`config.mk`:
```
export PLATFORM = sky130hd
export DESIGN_NAME = fixed_point_mul_pipe
export DESIGN_NICKNAME = d
export VERILOG_FILES = /design/src/rtl/fxp_pkg.sv /design/src/rtl/fxp_round_sat.sv /design/src/rtl/fixed_point_mul_pipe.sv
export SDC_FILE = /design/constraint.sdc
export NUM_CORES = 2
export LEC_CHECK = 0
export CAP_MARGIN = 20
export CORE_MARGIN = 8
export CORE_UTILIZATION = 55
export DETAILED_ROUTE_END_ITERATION = 10
export HOLD_SLACK_MARGIN = 0.03
export PLACE_DENSITY = 0.77
export SETUP_SLACK_MARGIN = 0.5
export SLEW_MARGIN = 10
export SYNTH_ARGS = -nofsm -noshare
export SYNTH_HDL_FRONTEND = slang
export SYNTH_SLANG_ARGS = --single-unit
```
`constraint.sdc`:
```
create_clock -name clk -period 12 [get_ports clk]
set_clock_uncertainty 0.2 [all_clocks]
set_input_delay 2.4 -clock clk [delete_from_list [all_inputs] [get_ports clk]]
set_output_delay 2.4 -clock clk [all_outputs]
set_load 0.01 [all_outputs]
```
`src/rtl/fxp_pkg.sv`:
```
// Shared constants and helpers for the fixed-point multiplier datapath.
package fxp_pkg;

  // Rounding modes; the remaining encoding (3) falls back to truncation.
  localparam logic [1:0] RND_TRUNC     = 2'd0;
  localparam logic [1:0] RND_HALF_UP   = 2'd1;
  localparam logic [1:0] RND_HALF_EVEN = 2'd2;

  // Largest value representable in a signed field of out_bits bits.
  function automatic longint sat_max(input int out_bits);
    return (longint'(1) <<< (out_bits - 1)) - longint'(1);
  endfunction

  // Smallest value representable in a signed field of out_bits bits.
  function automatic longint sat_min(input int out_bits);
    return -(longint'(1) <<< (out_bits - 1));
  endfunction

endpackage

```
`src/rtl/fxp_round_sat.sv`:
```
// Combinational rounding and saturation of one full-width product lane.
module fxp_round_sat
  import fxp_pkg::*;
#(
  parameter int BITSIZE   = 14,
  parameter int FRAC_BITS = 7,
  parameter int OUT_BITS  = 14
) (
  input  logic signed [2*BITSIZE-1:0] product,
  input  logic        [1:0]           mode,
  output logic signed [OUT_BITS-1:0]  result,
  output logic                        sat
);

  localparam int PW = 2 * BITSIZE;
  // One spare bit above the shifted product so the round-up increment cannot wrap.
  localparam int RW = PW - FRAC_BITS + 1;

  localparam logic [FRAC_BITS-1:0] HALF  = FRAC_BITS'(1 << (FRAC_BITS - 1));
  localparam logic signed [RW-1:0] MAX_R = RW'(sat_max(OUT_BITS));
  localparam logic signed [RW-1:0] MIN_R = RW'(sat_min(OUT_BITS));

  logic signed [RW-1:0]    trunc_val;
  logic signed [RW-1:0]    rounded;
  logic [FRAC_BITS-1:0]    frac;
  logic                    round_up;

  assign trunc_val = RW'(product >>> FRAC_BITS);
  assign frac      = product[FRAC_BITS-1:0];

  // Decide whether the discarded fraction bumps the floor value up by one.
  always_comb begin
    round_up = 1'b0;
    case (mode)
      RND_HALF_UP:   round_up = (frac >= HALF);
      RND_HALF_EVEN: round_up = (frac > HALF) || ((frac == HALF) && trunc_val[0]);
      default:       round_up = 1'b0;
    endcase
  end

  assign rounded = trunc_val + RW'(round_up);

  // Clamp the rounded value into the signed output range and flag clipping.
  always_comb begin
    result = rounded[OUT_BITS-1:0];
    sat    = 1'b0;
    if (rounded > MAX_R) begin
      result = MAX_R[OUT_BITS-1:0];
      sat    = 1'b1;
    end else if (rounded < MIN_R) begin
      result = MIN_R[OUT_BITS-1:0];
      sat    = 1'b1;
    end
  end

endmodule

```
`src/rtl/fixed_point_mul_pipe.sv`:
```
// Multi-lane signed fixed-point multiplier: product stage, round/saturate stage,
// valid/ready handshake with stalls propagating straight back to the input.
module fixed_point_mul_pipe
  import fxp_pkg::*;
#(
  parameter int BITSIZE   = 14,
  parameter int FRAC_BITS = 7,
  parameter int OUT_BITS  = 14,
  parameter int LANES     = 4
) (
  input  logic                        clk,
  input  logic                        rst,
  input  logic                        in_valid,
  output logic                        in_ready,
  input  logic [LANES*BITSIZE-1:0]    in_a,
  input  logic [LANES*BITSIZE-1:0]    in_b,
  input  logic [1:0]                  round_mode,
  output logic                        out_valid,
  input  logic                        out_ready,
  output logic [LANES*OUT_BITS-1:0]   out_data,
  output logic [LANES-1:0]            out_sat
);

  localparam int PW = 2 * BITSIZE;

  logic                 v1;
  logic                 v2;
  logic                 en1;
  logic                 en2;
  logic [1:0]           mode_s1;
  logic signed [PW-1:0] prod_c  [LANES];
  logic signed [PW-1:0] prod_s1 [LANES];
  logic [LANES*OUT_BITS-1:0] rs_data;
  logic [LANES-1:0]          rs_sat;

  // A stage may advance when it is empty or the stage after it is advancing.
  assign en2       = !v2 || out_ready;
  assign en1       = !v1 || en2;
  assign in_ready  = en1;
  assign out_valid = v2;

  for (genvar i = 0; i < LANES; i++) begin : g_lane
    assign prod_c[i] = PW'($signed(in_a[i*BITSIZE +: BITSIZE]))
                     * PW'($signed(in_b[i*BITSIZE +: BITSIZE]));

    fxp_round_sat #(
      .BITSIZE  (BITSIZE),
      .FRAC_BITS(FRAC_BITS),
      .OUT_BITS (OUT_BITS)
    ) u_round_sat (
      .product(prod_s1[i]),
      .mode   (mode_s1),
      .result (rs_data[i*OUT_BITS +: OUT_BITS]),
      .sat    (rs_sat[i])
    );
  end

  // First stage: capture full products and the beat's rounding mode.
  always_ff @(posedge clk) begin
    if (rst) begin
      v1      <= 1'b0;
      mode_s1 <= RND_TRUNC;
      for (int i = 0; i < LANES; i++) prod_s1[i] <= '0;
    end else if (en1) begin
      v1 <= in_valid && in_ready;
      if (in_valid) begin
        mode_s1 <= round_mode;
        for (int i = 0; i < LANES; i++) prod_s1[i] <= prod_c[i];
      end
    end
  end

  // Second stage: hold rounded/saturated results until downstream takes them.
  always_ff @(posedge clk) begin
    if (rst) begin
      v2       <= 1'b0;
      out_data <= '0;
      out_sat  <= '0;
    end else if (en2) begin
      v2 <= v1;
      if (v1) begin
        out_data <= rs_data;
        out_sat  <= rs_sat;
      end
    end
  end

endmodule

```
==> summary.txt <==
Routing
  • Drt pass-1 iters: 7
  • Post-DRT Antenna Nets: 0
  • WL/cell: 16.6 microns
  • Total Wirelength: 85,100 microns
  • Via/cell ratio: 5.40
  • DRC errors left: 0
  • Vias: 27,630
  • Initial drt markers: 1,518

Yosys
  • Synth Instances: 4,111
  • Number of flops mapped to enable cells by yosys: between 100 and 150
  • Post-synth top cells: inv_1 (894), fa_1 (780), and2_1 (435)
  • Syn avg cell area: 9.31 sq um
  • Synth Area in Adders: 49.9%
  • Main combinational cell family by area after synthesis: adder cells
  • Synth top area share: 40.8%
  • Post-synthesis mux area share: 0.219%
  • FF+latch count, synth: ~180
  • Count leader, synth: inv_1
  • Synth warn: 0
  • Ranking of synthesized cells by area: fa_1 (41%), ha_1 (9.1%), edfxtp_1 (8.8%)
  • FFs w/ async S/R, synth: 0%
  • Post-synth net total: 5,287
  • Seq/Total Area, Yosys: between 10% and 20%
  • Compound-Gate Fraction of Synth Area: 6.53%
  • Post-synthesis simple-gate area fraction: 17.2%
  • Synth unique cells: 75
  • Synth area leader: fa_1
  • Synth Area in XOR/XNOR: 3.69%
  • Mapped cell area: 38,300 sq um
  • Post-synth top flop: edfxtp_1

Placed design
  • Placer Congestion: 0.856
  • PortBufs: about 180
  • DP HPWL: 70,300 microns

Floorplan
  • # IOs: 180
  • Full die area: about 80,000 sq um
  • Width of the chip: 280 microns
  • FP Rows: 96
  • Chip Height: 280 microns
  • Initial Util: a little under three fifths
  • Core area: around 70,000 sq um

Clock tree
  • Reg clk slew, reported paths: 60 ps
  • H-tree levels: 4
  • CTS Buffer Depth: 2
  • Root Driver: clkbuf_16
  • CTS Sinks: 176
  • Num CTS Buffers: 17
  • Cts repair resizes: 0
  • # hold bufs at CTS: 0
  • CTS tree: done
  • Setup bufs post-CTS: 0
  • Worst skew pair latency: ~440 ps

Timing
  • Setup_tns: 0 ps
  • Worst Max-Slew Pin Slew: 893 ps
  • Tmin final: 9250 ps
  • Relative slew slack: ~40%
  • Final Setup Violations: 0
  • Fin. Hold Viols: 0
  • Final slew viol count: 0
  • Fmax: 0.108 GHz
  • RSZ-0062 raised after global routing: false
  • Final period utilization: ~77%

Global route
  • Global Route Usage Sum: 22.7%
  • Global-route wire length before repair: roughly 150,000 microns
  • Met2 Usage GRT: about two fifths
  • Pin count of the biggest net entering global routing: 59
  • Initial antenna violation count: 0
  • Grt ovf: 0
  • Vias in the first global route: 30,514
  • Gr busiest metal: met2
  • GRT met3 Usage: 3.84%
  • Met1 Usage GRT: 28.3%

Setup path
  • CP endpoint kind: register
  • Critical Path RT: 11,980 ps
  • WP data arrival: a little over 9000 ps
  • Critical Path Start Type: primary input
  • FF-to-FF path depth: 13
  • Max stage delay on crit path: 790 ps
  • CP max-delay cell: clkdlybuf4s50_1
  • Max Fanout on Critical Path: 14
  • Top cell by count, worst path: fa_1
  • Crit path kind: primary input to register
  • Crit path cell chain: clkdlybuf4s50_1 > nand2_1 > fa_1 > fa_1 > inv_1 > fa_1 > fa_1 > fa_1 > inv_1 > fa_1 > inv_1 > ha_1 > and4_1 > nand2_1 > or4b_1 > o211a_1 > o211ai_1 > o41ai_1 > and4_1 > or3_1

Finish
  • Area delta synth->final: 8.03%
  • Final-stage net count: roughly 5,300
  • Layout cells sized above 1: 1.77%
  • Diodes inserted: 0

Worst hold path
  • Hold path depth: 2
  • Hold Crit Class: register to register

Outcome
  • Status: completed

Run
  • Max Cap Violations: 0
==> per-stage QoR <==
step                      cells  util, %  hold slack, ps  instance area (sq um)  setup slack [ps]
after floorplan            4111        -             273                  38300              3270
after global routing       5114     60.1             305                  41300              2400
after detailed placement   5082     59.3             257                  40700              2350
after CTS                  5114     60.1             279                  41300              2800
after global placement     5081     59.2             249                  40700              2410
final                      5114     60.1             274                  41300              2750
==> placed cells by master, fill, tap and decap left out, types with 6 or more instances in the layout <==
cell type,Yosys,routed
nand3_1,51,51
nand2_1,430,430
clkdlybuf4s50_1,0,178
and4_1,14,14
o21a_1,23,23
o21ai_0,51,51
xor2_1,66,66
clkbuf_16,0,20
a31oi_1,13,13
nand2b_1,27,27
buf_4,2,8
a211oi_1,40,40
a21oi_1,82,82
nand4_1,17,17
nor4_1,12,12
edfxtp_1,112,112
ha_1,278,278
dfxtp_1,64,64
fa_1,780,780
a21o_1,36,36
and3_1,32,32
o211ai_2,12,12
a211o_1,9,9
o211ai_1,24,24
o21bai_1,9,9
nor3_1,42,42
xnor2_1,95,95
or3_1,9,9
inv_1,894,893
nor2b_1,7,6
and2_1,435,435
nor3b_1,8,8
nor2_1,199,197
a2111oi_0,6,6
==> final timing paths <==
kind	from	to	slack (ps)
setup / recovery	in_b[16]	prod_s1[1][26]$_SDFFCE_PN0P_	2750
hold / removal	out_data[14]$_SDFFE_PP0P_	out_data[14]$_SDFFE_PP0P_	270
setup reg to reg	mode_s1[0]$_SDFFE_PP0P_	out_data[23]$_SDFFE_PP0P_	8040
hold reg to reg	out_data[14]$_SDFFE_PP0P_	out_data[14]$_SDFFE_PP0P_	270
==> critical path, delay by kind of cell <==
| family | cells | cell delay, ps |
|---|---|---|
| AND/OR/NAND/NOR | 6 | 1570 |
| AO/OA/AOI/OAI | 3 | 620 |
| buffers and inverters | 4 | 1030 |
| adder cells (fa/ha/maj) | 7 | 3620 |
==> logic make-up after synthesis <==
kind of cell               Yosys count
and+or+nand+nor                   1306
buffers and inverters             1041
muxes                                8
AOI/OAI and AO/OA                  361
DFF                                176
adders and majority gates         1058
xor gates and xnor gates           161
==> flip-flops by register name, indices dropped and copies added (netlist names) <==
register   count
v1             1
out_sat        4
out_data      56
prod_s1      112
mode_s1        2
out_valid      1
==> routing by layer <==
layer,wire (microns),vias to the layer above,share of wire (%)
met5,0,-,0
met4,2120,0,2.5
met3,4460,176,5.2
met2,43900,711,52
met1,34600,14040,41
li1,-,12703,-
==> layout make-up <==
class	count	area [sq um]
Clock inverter	6	66.3
Sequential cell	176	4640
Timing Repair Buffer	187	1850
Inverter	894	3360
Multi-Input combinational cell	2894	29700
Fill cell	5936	27400
Clock buffer	26	546
Tap cell	931	1160
Power is not shown: default switching activity piles up to over one toggle a cycle in this logic, so the estimate is an artifact.
